`config.mk`:
```
export PLATFORM = sky130hd
export DESIGN_NAME = modbus_fanout_flat
export DESIGN_NICKNAME = d
export VERILOG_FILES = /design/src/rtl/modbus_pkg.sv /design/src/rtl/modbus_fanout_if.sv /design/src/rtl/mb_timeout_timer.sv /design/src/rtl/modbus_fanout.sv /design/src/flat_wrapper.sv
export SDC_FILE = /design/constraint.sdc
export NUM_CORES = 1
export LEC_CHECK = 0
export CORE_UTILIZATION = 34
export CTS_CLUSTER_SIZE = 40
export DETAILED_ROUTE_END_ITERATION = 12
export PLACE_DENSITY = 0.77
export SLEW_MARGIN = 20
export SYNTH_ARGS = -nofsm -noshare
export SYNTH_HDL_FRONTEND = slang
export SYNTH_SLANG_ARGS = --single-unit
```
`constraint.sdc`:
```
create_clock -name clk -period 2.1 [get_ports clk]
set_input_delay 0.315 -clock clk [delete_from_list [all_inputs] [get_ports clk]]
set_output_delay 0.315 -clock clk [all_outputs]
set_load 0.01 [all_outputs]
```
`src/rtl/modbus_pkg.sv`:
```
// Shared types and constants for the register-group fan-out bus.
package modbus_pkg;

  localparam logic [31:0] ERR_DATA = 32'hDEAD_BEEF;

  typedef enum logic [2:0] {
    IDLE,
    WR,
    RD,
    RESP,
    RD_HOLD
  } mb_fanout_state_t;

  // Select width: ceil(log2(n)) but never below one bit
  function automatic int unsigned clog2_min1(input int unsigned n);
    return (n <= 2) ? 1 : $clog2(n);
  endfunction

endpackage

```
`src/rtl/modbus_fanout_if.sv`:
```
// Configurator-side master port of the register-group bus.
interface modbus_fanout_if #(
  parameter int unsigned ADDR_W    = 6,
  parameter int unsigned DATA_SIZE = 32
);
  logic [ADDR_W-1:0]    m_waddr;
  logic [DATA_SIZE-1:0] m_wdata;
  logic                 m_awvalid;
  logic                 m_dwvalid;
  logic                 m_wready;
  logic [ADDR_W-1:0]    m_raddr;
  logic                 m_arvalid;
  logic [DATA_SIZE-1:0] m_rdata;
  logic                 m_drvalid;
  logic                 m_rready;

  modport master (
    output m_waddr, m_wdata, m_awvalid, m_dwvalid, m_raddr, m_arvalid, m_rready,
    input  m_wready, m_rdata, m_drvalid
  );

  modport slave (
    input  m_waddr, m_wdata, m_awvalid, m_dwvalid, m_raddr, m_arvalid, m_rready,
    output m_wready, m_rdata, m_drvalid
  );
endinterface

```
`src/rtl/mb_timeout_timer.sv`:
```
// Wait-cycle counter; expired_c flags the last allowed waiting cycle.
module mb_timeout_timer #(
  parameter  int unsigned TIMEOUT_CYCLES = 255,
  localparam int unsigned CNT_W          = $clog2(TIMEOUT_CYCLES + 1)
) (
  input  logic clk,
  input  logic rst,
  input  logic clear,
  input  logic enable,
  output logic expired_c
);

  logic [CNT_W-1:0] count;

  always_ff @(posedge clk) begin
    if (rst || clear) begin
      count <= '0;
    end else if (enable) begin
      count <= count + CNT_W'(1);
    end
  end

  assign expired_c = enable && (count == CNT_W'(TIMEOUT_CYCLES - 1));

endmodule

```
`src/rtl/modbus_fanout.sv`:
```
// One master port fanned out to NUM_SLAVES register groups, one transaction in flight.
// Optional MODBUS_FANOUT_STATS_EN adds err_count / err_sel error statistics ports.
module modbus_fanout
  import modbus_pkg::*;
#(
  parameter  int unsigned NUM_SLAVES     = 4,
  parameter  int unsigned SLV_ADDR_SIZE  = 4,
  parameter  int unsigned DATA_SIZE      = 32,
  parameter  int unsigned TIMEOUT_CYCLES = 255,
  localparam int unsigned SEL_W          = clog2_min1(NUM_SLAVES)
) (
  input  logic                             clk,
  input  logic                             rst,
  modbus_fanout_if.slave                   m,
  output logic [SLV_ADDR_SIZE-1:0]         s_waddr,
  output logic [DATA_SIZE-1:0]             s_wdata,
  output logic [NUM_SLAVES-1:0]            s_awvalid,
  output logic [NUM_SLAVES-1:0]            s_dwvalid,
  input  logic [NUM_SLAVES-1:0]            s_wready,
  output logic [SLV_ADDR_SIZE-1:0]         s_raddr,
  output logic [NUM_SLAVES-1:0]            s_arvalid,
  input  logic [NUM_SLAVES*DATA_SIZE-1:0]  s_rdata,
  input  logic [NUM_SLAVES-1:0]            s_drvalid,
  output logic [NUM_SLAVES-1:0]            s_rready,
  output logic                             timeout_err
`ifdef MODBUS_FANOUT_STATS_EN
  ,
  output logic [15:0]                      err_count,
  output logic [SEL_W-1:0]                 err_sel
`endif
);

  localparam int unsigned           ADDR_W   = SLV_ADDR_SIZE + SEL_W;
  localparam logic [DATA_SIZE-1:0]  ERR_WORD = DATA_SIZE'(ERR_DATA);
  localparam logic [NUM_SLAVES-1:0] SLV0_OH  = NUM_SLAVES'(1);

  mb_fanout_state_t       state;
  logic [SEL_W-1:0]       sel_q;
  logic [SEL_W-1:0]       wsel_c;
  logic [SEL_W-1:0]       rsel_c;
  logic                   wsel_bad_c;
  logic                   rsel_bad_c;
  logic [NUM_SLAVES-1:0]  sel_oh_c;
  logic                   wr_hit_c;
  logic                   rd_hit_c;
  logic                   expired_c;

  assign wsel_c     = m.m_waddr[ADDR_W-1 -: SEL_W];
  assign rsel_c     = m.m_raddr[ADDR_W-1 -: SEL_W];
  assign wsel_bad_c = {1'b0, wsel_c} >= (SEL_W + 1)'(NUM_SLAVES);
  assign rsel_bad_c = {1'b0, rsel_c} >= (SEL_W + 1)'(NUM_SLAVES);
  assign sel_oh_c   = SLV0_OH << sel_q;
  // Responses only count from the selected slave while its own strobe is up
  assign wr_hit_c   = |(s_wready & s_awvalid & sel_oh_c);
  assign rd_hit_c   = |(s_drvalid & s_arvalid & sel_oh_c);

  mb_timeout_timer #(.TIMEOUT_CYCLES(TIMEOUT_CYCLES)) u_timer (
    .clk       (clk),
    .rst       (rst),
    .clear     (state == IDLE),
    .enable    ((state == WR) || (state == RD)),
    .expired_c (expired_c)
  );

  always_ff @(posedge clk) begin
    if (rst) begin
      state       <= IDLE;
      sel_q       <= '0;
      s_waddr     <= '0;
      s_wdata     <= '0;
      s_raddr     <= '0;
      s_awvalid   <= '0;
      s_dwvalid   <= '0;
      s_arvalid   <= '0;
      s_rready    <= '0;
      m.m_wready  <= 1'b0;
      m.m_rdata   <= '0;
      m.m_drvalid <= 1'b0;
      timeout_err <= 1'b0;
    end else begin
      m.m_wready  <= 1'b0;
      s_rready    <= '0;
      timeout_err <= 1'b0;
      case (state)
        IDLE: begin
          if (m.m_awvalid && m.m_dwvalid) begin
            sel_q <= wsel_c;
            if (wsel_bad_c) begin
              m.m_wready  <= 1'b1;
              timeout_err <= 1'b1;
              state       <= RESP;
            end else begin
              s_waddr <= m.m_waddr[SLV_ADDR_SIZE-1:0];
              s_wdata <= m.m_wdata;
              state   <= WR;
            end
          end else if (m.m_arvalid) begin
            sel_q <= rsel_c;
            if (rsel_bad_c) begin
              m.m_rdata   <= ERR_WORD;
              m.m_drvalid <= 1'b1;
              timeout_err <= 1'b1;
              state       <= RD_HOLD;
            end else begin
              s_raddr <= m.m_raddr[SLV_ADDR_SIZE-1:0];
              state   <= RD;
            end
          end
        end
        WR: begin
          if (s_awvalid == '0) begin
            s_awvalid <= sel_oh_c;
            s_dwvalid <= sel_oh_c;
          end else if (wr_hit_c || expired_c) begin
            s_awvalid   <= '0;
            s_dwvalid   <= '0;
            m.m_wready  <= 1'b1;
            timeout_err <= !wr_hit_c;
            state       <= RESP;
          end
        end
        RD: begin
          if (s_arvalid == '0) begin
            s_arvalid <= sel_oh_c;
          end else if (rd_hit_c) begin
            s_arvalid   <= '0;
            s_rready    <= sel_oh_c;
            m.m_rdata   <= s_rdata[32'(sel_q) * DATA_SIZE +: DATA_SIZE];
            m.m_drvalid <= 1'b1;
            state       <= RD_HOLD;
          end else if (expired_c) begin
            s_arvalid   <= '0;
            m.m_rdata   <= ERR_WORD;
            m.m_drvalid <= 1'b1;
            timeout_err <= 1'b1;
            state       <= RD_HOLD;
          end
        end
        RESP: state <= IDLE;
        RD_HOLD: begin
          if (m.m_rready) begin
            m.m_drvalid <= 1'b0;
            state       <= IDLE;
          end
        end
        default: state <= IDLE;
      endcase
    end
  end

`ifdef MODBUS_FANOUT_STATS_EN
  // sel_q still holds the failing select while the error pulse is up
  always_ff @(posedge clk) begin
    if (rst) begin
      err_count <= '0;
      err_sel   <= '0;
    end else if (timeout_err) begin
      err_sel <= sel_q;
      if (err_count != 16'hFFFF) begin
        err_count <= err_count + 16'd1;
      end
    end
  end
`endif

endmodule
```
`src/flat_wrapper.sv`:
```
// flat-port wrapper written by rule: the top's interface ports become plain ports
module modbus_fanout_flat import modbus_pkg::*;
#(
  parameter  int unsigned NUM_SLAVES     = 4,
  parameter  int unsigned SLV_ADDR_SIZE  = 4,
  parameter  int unsigned DATA_SIZE      = 32,
  parameter  int unsigned TIMEOUT_CYCLES = 255,
  localparam int unsigned SEL_W          = clog2_min1(NUM_SLAVES)
)
  (clk, rst, s_waddr, s_wdata, s_awvalid, s_dwvalid, s_wready, s_raddr, s_arvalid, s_rdata, s_drvalid, s_rready, timeout_err, m_m_waddr, m_m_wdata, m_m_awvalid, m_m_dwvalid, m_m_raddr, m_m_arvalid, m_m_rready, m_m_wready, m_m_rdata, m_m_drvalid);
  modbus_fanout_if #(.DATA_SIZE(DATA_SIZE)) m_i ();
  input  logic clk;
  input  logic rst;
  output logic [SLV_ADDR_SIZE-1:0] s_waddr;
  output logic [DATA_SIZE-1:0] s_wdata;
  output logic [NUM_SLAVES-1:0] s_awvalid;
  output logic [NUM_SLAVES-1:0] s_dwvalid;
  input  logic [NUM_SLAVES-1:0] s_wready;
  output logic [SLV_ADDR_SIZE-1:0] s_raddr;
  output logic [NUM_SLAVES-1:0] s_arvalid;
  input  logic [NUM_SLAVES*DATA_SIZE-1:0] s_rdata;
  input  logic [NUM_SLAVES-1:0] s_drvalid;
  output logic [NUM_SLAVES-1:0] s_rready;
  output logic timeout_err;
  input wire logic [$bits(m_i.m_waddr)-1:0] m_m_waddr;
  input wire logic [$bits(m_i.m_wdata)-1:0] m_m_wdata;
  input wire logic [$bits(m_i.m_awvalid)-1:0] m_m_awvalid;
  input wire logic [$bits(m_i.m_dwvalid)-1:0] m_m_dwvalid;
  input wire logic [$bits(m_i.m_raddr)-1:0] m_m_raddr;
  input wire logic [$bits(m_i.m_arvalid)-1:0] m_m_arvalid;
  input wire logic [$bits(m_i.m_rready)-1:0] m_m_rready;
  output wire logic [$bits(m_i.m_wready)-1:0] m_m_wready;
  output wire logic [$bits(m_i.m_rdata)-1:0] m_m_rdata;
  output wire logic [$bits(m_i.m_drvalid)-1:0] m_m_drvalid;
  assign m_i.m_waddr = m_m_waddr;
  assign m_i.m_wdata = m_m_wdata;
  assign m_i.m_awvalid = m_m_awvalid;
  assign m_i.m_dwvalid = m_m_dwvalid;
  assign m_i.m_raddr = m_m_raddr;
  assign m_i.m_arvalid = m_m_arvalid;
  assign m_i.m_rready = m_m_rready;
  assign m_m_wready = m_i.m_wready;
  assign m_m_rdata = m_i.m_rdata;
  assign m_m_drvalid = m_i.m_drvalid;
  modbus_fanout #(.NUM_SLAVES(NUM_SLAVES), .SLV_ADDR_SIZE(SLV_ADDR_SIZE), .DATA_SIZE(DATA_SIZE), .TIMEOUT_CYCLES(TIMEOUT_CYCLES)) u_core (.clk(clk), .rst(rst), .m(m_i), .s_waddr(s_waddr), .s_wdata(s_wdata), .s_awvalid(s_awvalid), .s_dwvalid(s_dwvalid), .s_wready(s_wready), .s_raddr(s_raddr), .s_arvalid(s_arvalid), .s_rdata(s_rdata), .s_drvalid(s_drvalid), .s_rready(s_rready), .timeout_err(timeout_err));
endmodule
```
==> flow_summary.html <==
<table>
<tr><th>Metric</th><th>Value</th></tr>
<tr><th colspan="2">Outcome</th></tr>
<tr><td>Status</td><td>complete, no violations</td></tr>
<tr><th colspan="2">STA</th></tr>
<tr><td>Slew Limit Fails</td><td>0</td></tr>
<tr><td>Worst-Margin Slew</td><td>roughly 0.6 ns</td></tr>
<tr><td>Max-Slew Margin vs Limit</td><td>58.57%</td></tr>
<tr><td>Max Freq</td><td>527.3 MHz</td></tr>
<tr><td>Tmin final</td><td>approximately 1.9 ns</td></tr>
<tr><td>Unrepaired setup endpoints after global routing</td><td>false</td></tr>
<tr><td>Largest clock skew in the final design</td><td>0.004726 ns</td></tr>
<tr><td>Final cycle utilization of the critical path</td><td>90.32%</td></tr>
<tr><td>Final hold violation count</td><td>0</td></tr>
<tr><td>Setup ws final</td><td>0.2034 ns</td></tr>
<tr><td>Number of failing setup endpoints in the final timing report</td><td>0</td></tr>
<tr><th colspan="2">Logic synthesis</th></tr>
<tr><td>Share of the yosys chip area belonging to registers</td><td>43.33%</td></tr>
<tr><td>Mapped Avg Cell Area</td><td>9.894 um^2</td></tr>
<tr><td>Syn Std Cell Area</td><td>0.004621 mm^2</td></tr>
<tr><td>Syn_nets</td><td>655</td></tr>
<tr><td>Unique cell type count in the Yosys netlist</td><td>43</td></tr>
<tr><td>Warnings, synthesis</td><td>0</td></tr>
<tr><td>#FFs+latches synth</td><td>100</td></tr>
<tr><td>Gate count of the mapped netlist</td><td>467</td></tr>
<tr><th colspan="2">Routing</th></tr>
<tr><td>Via Count</td><td>4714</td></tr>
<tr><td>Via density per instance</td><td>just over 5</td></tr>
<tr><td>Sum of routed wire length over all layers</td><td>between 15000 and 20000 um</td></tr>
<tr><td>DRC violation total after the first TritonRoute iteration</td><td>208</td></tr>
<tr><td>Count of nets left with antenna violations after detail routing</td><td>0</td></tr>
<tr><td>WL/cell</td><td>~18 um</td></tr>
<tr><td>Number of search-and-repair iterations in the first detailed-routing pass</td><td>4</td></tr>
<tr><td>Total DRC errors in the routed layout</td><td>0</td></tr>
<tr><th colspan="2">Placement</th></tr>
<tr><td>Quantity of I/O buffers inserted on ports</td><td>276</td></tr>
<tr><td>Setup WS pre-CTS</td><td>-0.3742 ns</td></tr>
<tr><td>Post-detailed-placement cell area</td><td>0.007611 mm^2</td></tr>
<tr><td>Placer's final routability congestion estimate</td><td>0.9291</td></tr>
<tr><td>HPWL after detailed placement</td><td>approximately 13000 um</td></tr>
<tr><th colspan="2">Worst setup path</th></tr>
<tr><td>Arrival time of the worst setup path</td><td>2.19 ns</td></tr>
<tr><td>Type of the worst setup path</td><td>flop to flop</td></tr>
<tr><td>WP buf/inv</td><td>2</td></tr>
<tr><td>CP Max Fanout</td><td>34</td></tr>
<tr><td>Kind of cell adding the most delay to the critical path</td><td>simple AND/OR/NAND/NOR gates</td></tr>
<tr><td>Slowest CP cell</td><td>sky130_fd_sc_hd__or4_1</td></tr>
<tr><td>CP max stage delay</td><td>0.59 ns</td></tr>
<tr><td>Critical Path Sink Type</td><td>flop</td></tr>
<tr><td>Data required time of the critical path</td><td>2.39 ns</td></tr>
<tr><td>Kind of start point of the critical path</td><td>flop</td></tr>
<tr><td>Cell-by-cell trace of the critical path</td><td>buf_4 &gt; xnor2_1 &gt; or4_1 &gt; a21boi_4 &gt; buf_12 &gt; o221a_2</td></tr>
<tr><th colspan="2">Global routing</th></tr>
<tr><td>Overall Global Routing Usage</td><td>23.01%</td></tr>
<tr><td>Global-route wire length before repair</td><td>24850 um</td></tr>
<tr><td>Total global routing overflow</td><td>0</td></tr>
<tr><td>Pin count of the biggest net entering global routing</td><td>44</td></tr>
<tr><td>Antenna violations before repair</td><td>2</td></tr>
<tr><td>Vias in the first global route</td><td>~4800</td></tr>
<tr><th colspan="2">Clock tree</th></tr>
<tr><td>Cts-stage hold buffer count</td><td>0</td></tr>
<tr><td>Post-CTS Setup Repair Bufs</td><td>0</td></tr>
<tr><td>Largest buffer count on any clock path</td><td>2</td></tr>
<tr><td>Inserted Clock Buffers</td><td>9</td></tr>
<tr><td>Clock transition at the registers of the reported paths</td><td>0.07 ns</td></tr>
<tr><td>Cell chosen for the clock root</td><td>sky130_fd_sc_hd__clkbuf_16</td></tr>
<tr><td>Insertion delay of the later-clocked pin in the worst-skew pair</td><td>0.35 ns</td></tr>
<tr><td>Post-cts gate resize count</td><td>2</td></tr>
<tr><td>Clock tree from TritonCTS</td><td>built</td></tr>
<tr><td>Num Clock Sinks</td><td>100</td></tr>
<tr><td>H-Tree Depth</td><td>3</td></tr>
<tr><th colspan="2">Layout</th></tr>
<tr><td>Final design area excluding fillers</td><td>0.007969 mm^2</td></tr>
<tr><td>Net count of the finished layout</td><td>920</td></tr>
<tr><td>Layout cells sized above 1</td><td>14.11%</td></tr>
<tr><td># fillers</td><td>roughly 1100</td></tr>
<tr><td>Synth-to-Final Area Change</td><td>72.46%</td></tr>
<tr><th colspan="2">Power and ir drop</th></tr>
<tr><td>Total power</td><td>5.900 mW</td></tr>
<tr><td>Max IR drop VDD</td><td>about 560 uV</td></tr>
<tr><td>Static leakage</td><td>2.764 nW</td></tr>
<tr><td>Power per standard cell area</td><td>around 740 mW/mm^2</td></tr>
<tr><th colspan="2">Floorplanning</th></tr>
<tr><td>Area of the die</td><td>0.01406 mm^2</td></tr>
<tr><td>Horizontal die dimension</td><td>118.6 um</td></tr>
<tr><td>Die height</td><td>118.6 um</td></tr>
<tr><td>Count of standard-cell rows</td><td>42</td></tr>
<tr><td>Area of the core</td><td>0.01324 mm^2</td></tr>
<tr><td>Boundary Pins</td><td>277</td></tr>
<tr><td>Initial Utilization</td><td>34.89%</td></tr>
<tr><th colspan="2">Flow run</th></tr>
<tr><td>Number of max-cap violations</td><td>0</td></tr>
<tr><th colspan="2">Hold path</th></tr>
<tr><td>Tightest Hold Check Type</td><td>flop to flop</td></tr>
</table>
==> cell type report <==
type / count / area, um^2 / share of cell area, %
timing repair buffer: 298 / 2973 / 37.31
tap: 176 / 220.2 / 2.763
sequential: 100 / 2004 / 25.15
multi-input combinational: 319 / 2411 / 30.26
inverter: 4 / 15.01 / 0.1884
clock inverter: 6 / 111.4 / 1.397
antenna: 2 / 5.005 / 0.06280
clock buffer: 10 / 229.0 / 2.873
==> per-stage QoR <==
stage	util [%]	hold slack (ns)	std cells	TNS, ns
5_1_grt	60.18	0.4772	915	0
4_1_cts	60.10	0.4575	913	0
3_5_place_dp	57.47	0.4486	897	-9.787
6_report	60.18	0.4553	915	0
3_3_place_gp	57.47	0.4419	897	-6.977
2_1_floorplan	-	0.4510	467	0
==> cells in the mapped netlist <==
master                      number  area, um^2
sky130_fd_sc_hd__dfxtp_1       100        2002
sky130_fd_sc_hd__nand2_1        92       345.3
sky130_fd_sc_hd__a21oi_1        53       265.3
sky130_fd_sc_hd__mux4_2         33       743.2
sky130_fd_sc_hd__clkbuf_1       29       108.9
sky130_fd_sc_hd__o221a_2        21       236.5
sky130_fd_sc_hd__nor2_1         18       67.56
sky130_fd_sc_hd__nand3_1        13       65.06
sky130_fd_sc_hd__nand4_1        12       75.07
sky130_fd_sc_hd__nor3_1         10       50.05
sky130_fd_sc_hd__o21ai_0         8       40.04
sky130_fd_sc_hd__xnor2_1         7       61.31
sky130_fd_sc_hd__buf_4           6       45.04
sky130_fd_sc_hd__buf_2           4       20.02
sky130_fd_sc_hd__mux2i_1         4       40.04
sky130_fd_sc_hd__o221a_1         4       45.04
sky130_fd_sc_hd__or3b_2          4       35.03
sky130_fd_sc_hd__buf_1           3       11.26
sky130_fd_sc_hd__inv_1           3       11.26
sky130_fd_sc_hd__nor2b_1         3       18.77
sky130_fd_sc_hd__nor4_1          3       18.77
sky130_fd_sc_hd__nor4b_1         3       26.28
sky130_fd_sc_hd__o21a_1          3       22.52
sky130_fd_sc_hd__or4_1           3       22.52
sky130_fd_sc_hd__a211oi_1        2       15.01
sky130_fd_sc_hd__a311oi_1        2       17.52
sky130_fd_sc_hd__a32oi_1         2       17.52
sky130_fd_sc_hd__and4_1          2       17.52
sky130_fd_sc_hd__buf_6           2       22.52
sky130_fd_sc_hd__ha_1            2       25.02
sky130_fd_sc_hd__nand2b_1        2       12.51
sky130_fd_sc_hd__nand4b_1        2       17.52
sky130_fd_sc_hd__nor3b_1         2       15.01
sky130_fd_sc_hd__a2111oi_0       1       8.760
sky130_fd_sc_hd__a21boi_4        1       18.77
sky130_fd_sc_hd__a31o_2          1       8.760
sky130_fd_sc_hd__a31oi_1         1       6.260
sky130_fd_sc_hd__clkinv_1        1       3.750
sky130_fd_sc_hd__nand2_2         1       6.260
sky130_fd_sc_hd__nand4bb_1       1       11.26
sky130_fd_sc_hd__o21bai_1        1       7.510
sky130_fd_sc_hd__or2_2           1       6.260
sky130_fd_sc_hd__or3_1           1       6.260
==> sequential cells by signal (all words and copies together), names as in the netlist, 4 cells and up <==
signal and cells:
u_core.m.m_rdata 32, u_core.s_wdata 32, u_core.u_timer.count 8, u_core.s_arvalid 4, u_core.s_awvalid 4, u_core.s_raddr 4, u_core.s_rready 4, u_core.s_waddr 4
==> per-layer routing <==
layer / share of wire, % / up-vias / GRT usage [%] / wire length (um)
li1: - / 2259 / - / -
met1: 38 / 2218 / 25.00 / 6196
met2: 50 / 205 / 40.90 / 8185
met3: 8.2 / 32 / 7.722 / 1328
met4: 3.3 / 0 / 9.177 / 529
met5: 0 / - / 0 / 0
==> where the power goes <==
| group | total [mW] | switching, mW | internal (mW) |
|---|---|---|---|
| Combinational | 1.85 | 0.780 | 1.07 |
| Sequential | 2.14 | 0.112 | 2.03 |
| Clock | 1.90 | 0.735 | 1.17 |
| Total | 5.90 | 1.63 | 4.27 |
==> kinds of logic after synthesis <==
logic type	synth area share, %
and+or+nand+nor	17.68
adders and majority gates	0.5415
muxes	16.95
AOI/OAI and AO/OA	15.35
xor gates and xnor gates	1.327
DFF	43.33
buffers and inverters	4.820
==> worst paths after layout <==
kind | from | end | slack (ns) | depth (start not counted)
setup / recovery | u_core.state[0]$_SDFFE_PP0P_ | u_core.m.m_rdata[21]$_SDFFE_PP0P_ | 0.20 | 6
hold / removal | u_core.s_wdata[29]$_SDFFE_PP0P_ | u_core.s_wdata[29]$_SDFFE_PP0P_ | 0.46 | 2
setup reg to reg | u_core.state[0]$_SDFFE_PP0P_ | u_core.m.m_rdata[21]$_SDFFE_PP0P_ | 0.20 | 6
hold reg to reg | u_core.s_wdata[29]$_SDFFE_PP0P_ | u_core.s_wdata[29]$_SDFFE_PP0P_ | 0.46 | 2
==> cells in the final DEF, fill, tap and decap left out, types with 4 or more instances in the layout <==
cell type                         netlist  layout
sky130_fd_sc_hd__clkbuf_16              0       9
sky130_fd_sc_hd__mux4_2                33      33
sky130_fd_sc_hd__a21oi_1               53      53
sky130_fd_sc_hd__o221a_1                4       4
sky130_fd_sc_hd__or3b_2                 4       4
sky130_fd_sc_hd__o21ai_0                8       8
sky130_fd_sc_hd__nand3_1               13      13
sky130_fd_sc_hd__buf_12                 0       4
sky130_fd_sc_hd__xnor2_1                7       7
sky130_fd_sc_hd__mux2i_1                4       4
sky130_fd_sc_hd__o221a_2               21      21
sky130_fd_sc_hd__nand4_1               12      12
sky130_fd_sc_hd__nand2_1               92      92
sky130_fd_sc_hd__clkdlybuf4s50_1        0     275
sky130_fd_sc_hd__nor3_1                10      10
sky130_fd_sc_hd__buf_4                  6      18
sky130_fd_sc_hd__dfxtp_1              100      98
sky130_fd_sc_hd__nor2_1                18      18
==> tightest hold or removal path, delay by kind of cell (launching register included) <==
| kind | cells | cell delay (ns) |
|---|---|---|
| AO/OA/AOI/OAI | 1 | 0.05 |
| flip-flops | 1 | 0.31 |
| AND/OR/NAND/NOR | 1 | 0.05 |
(Power assumes the default switching activity.)
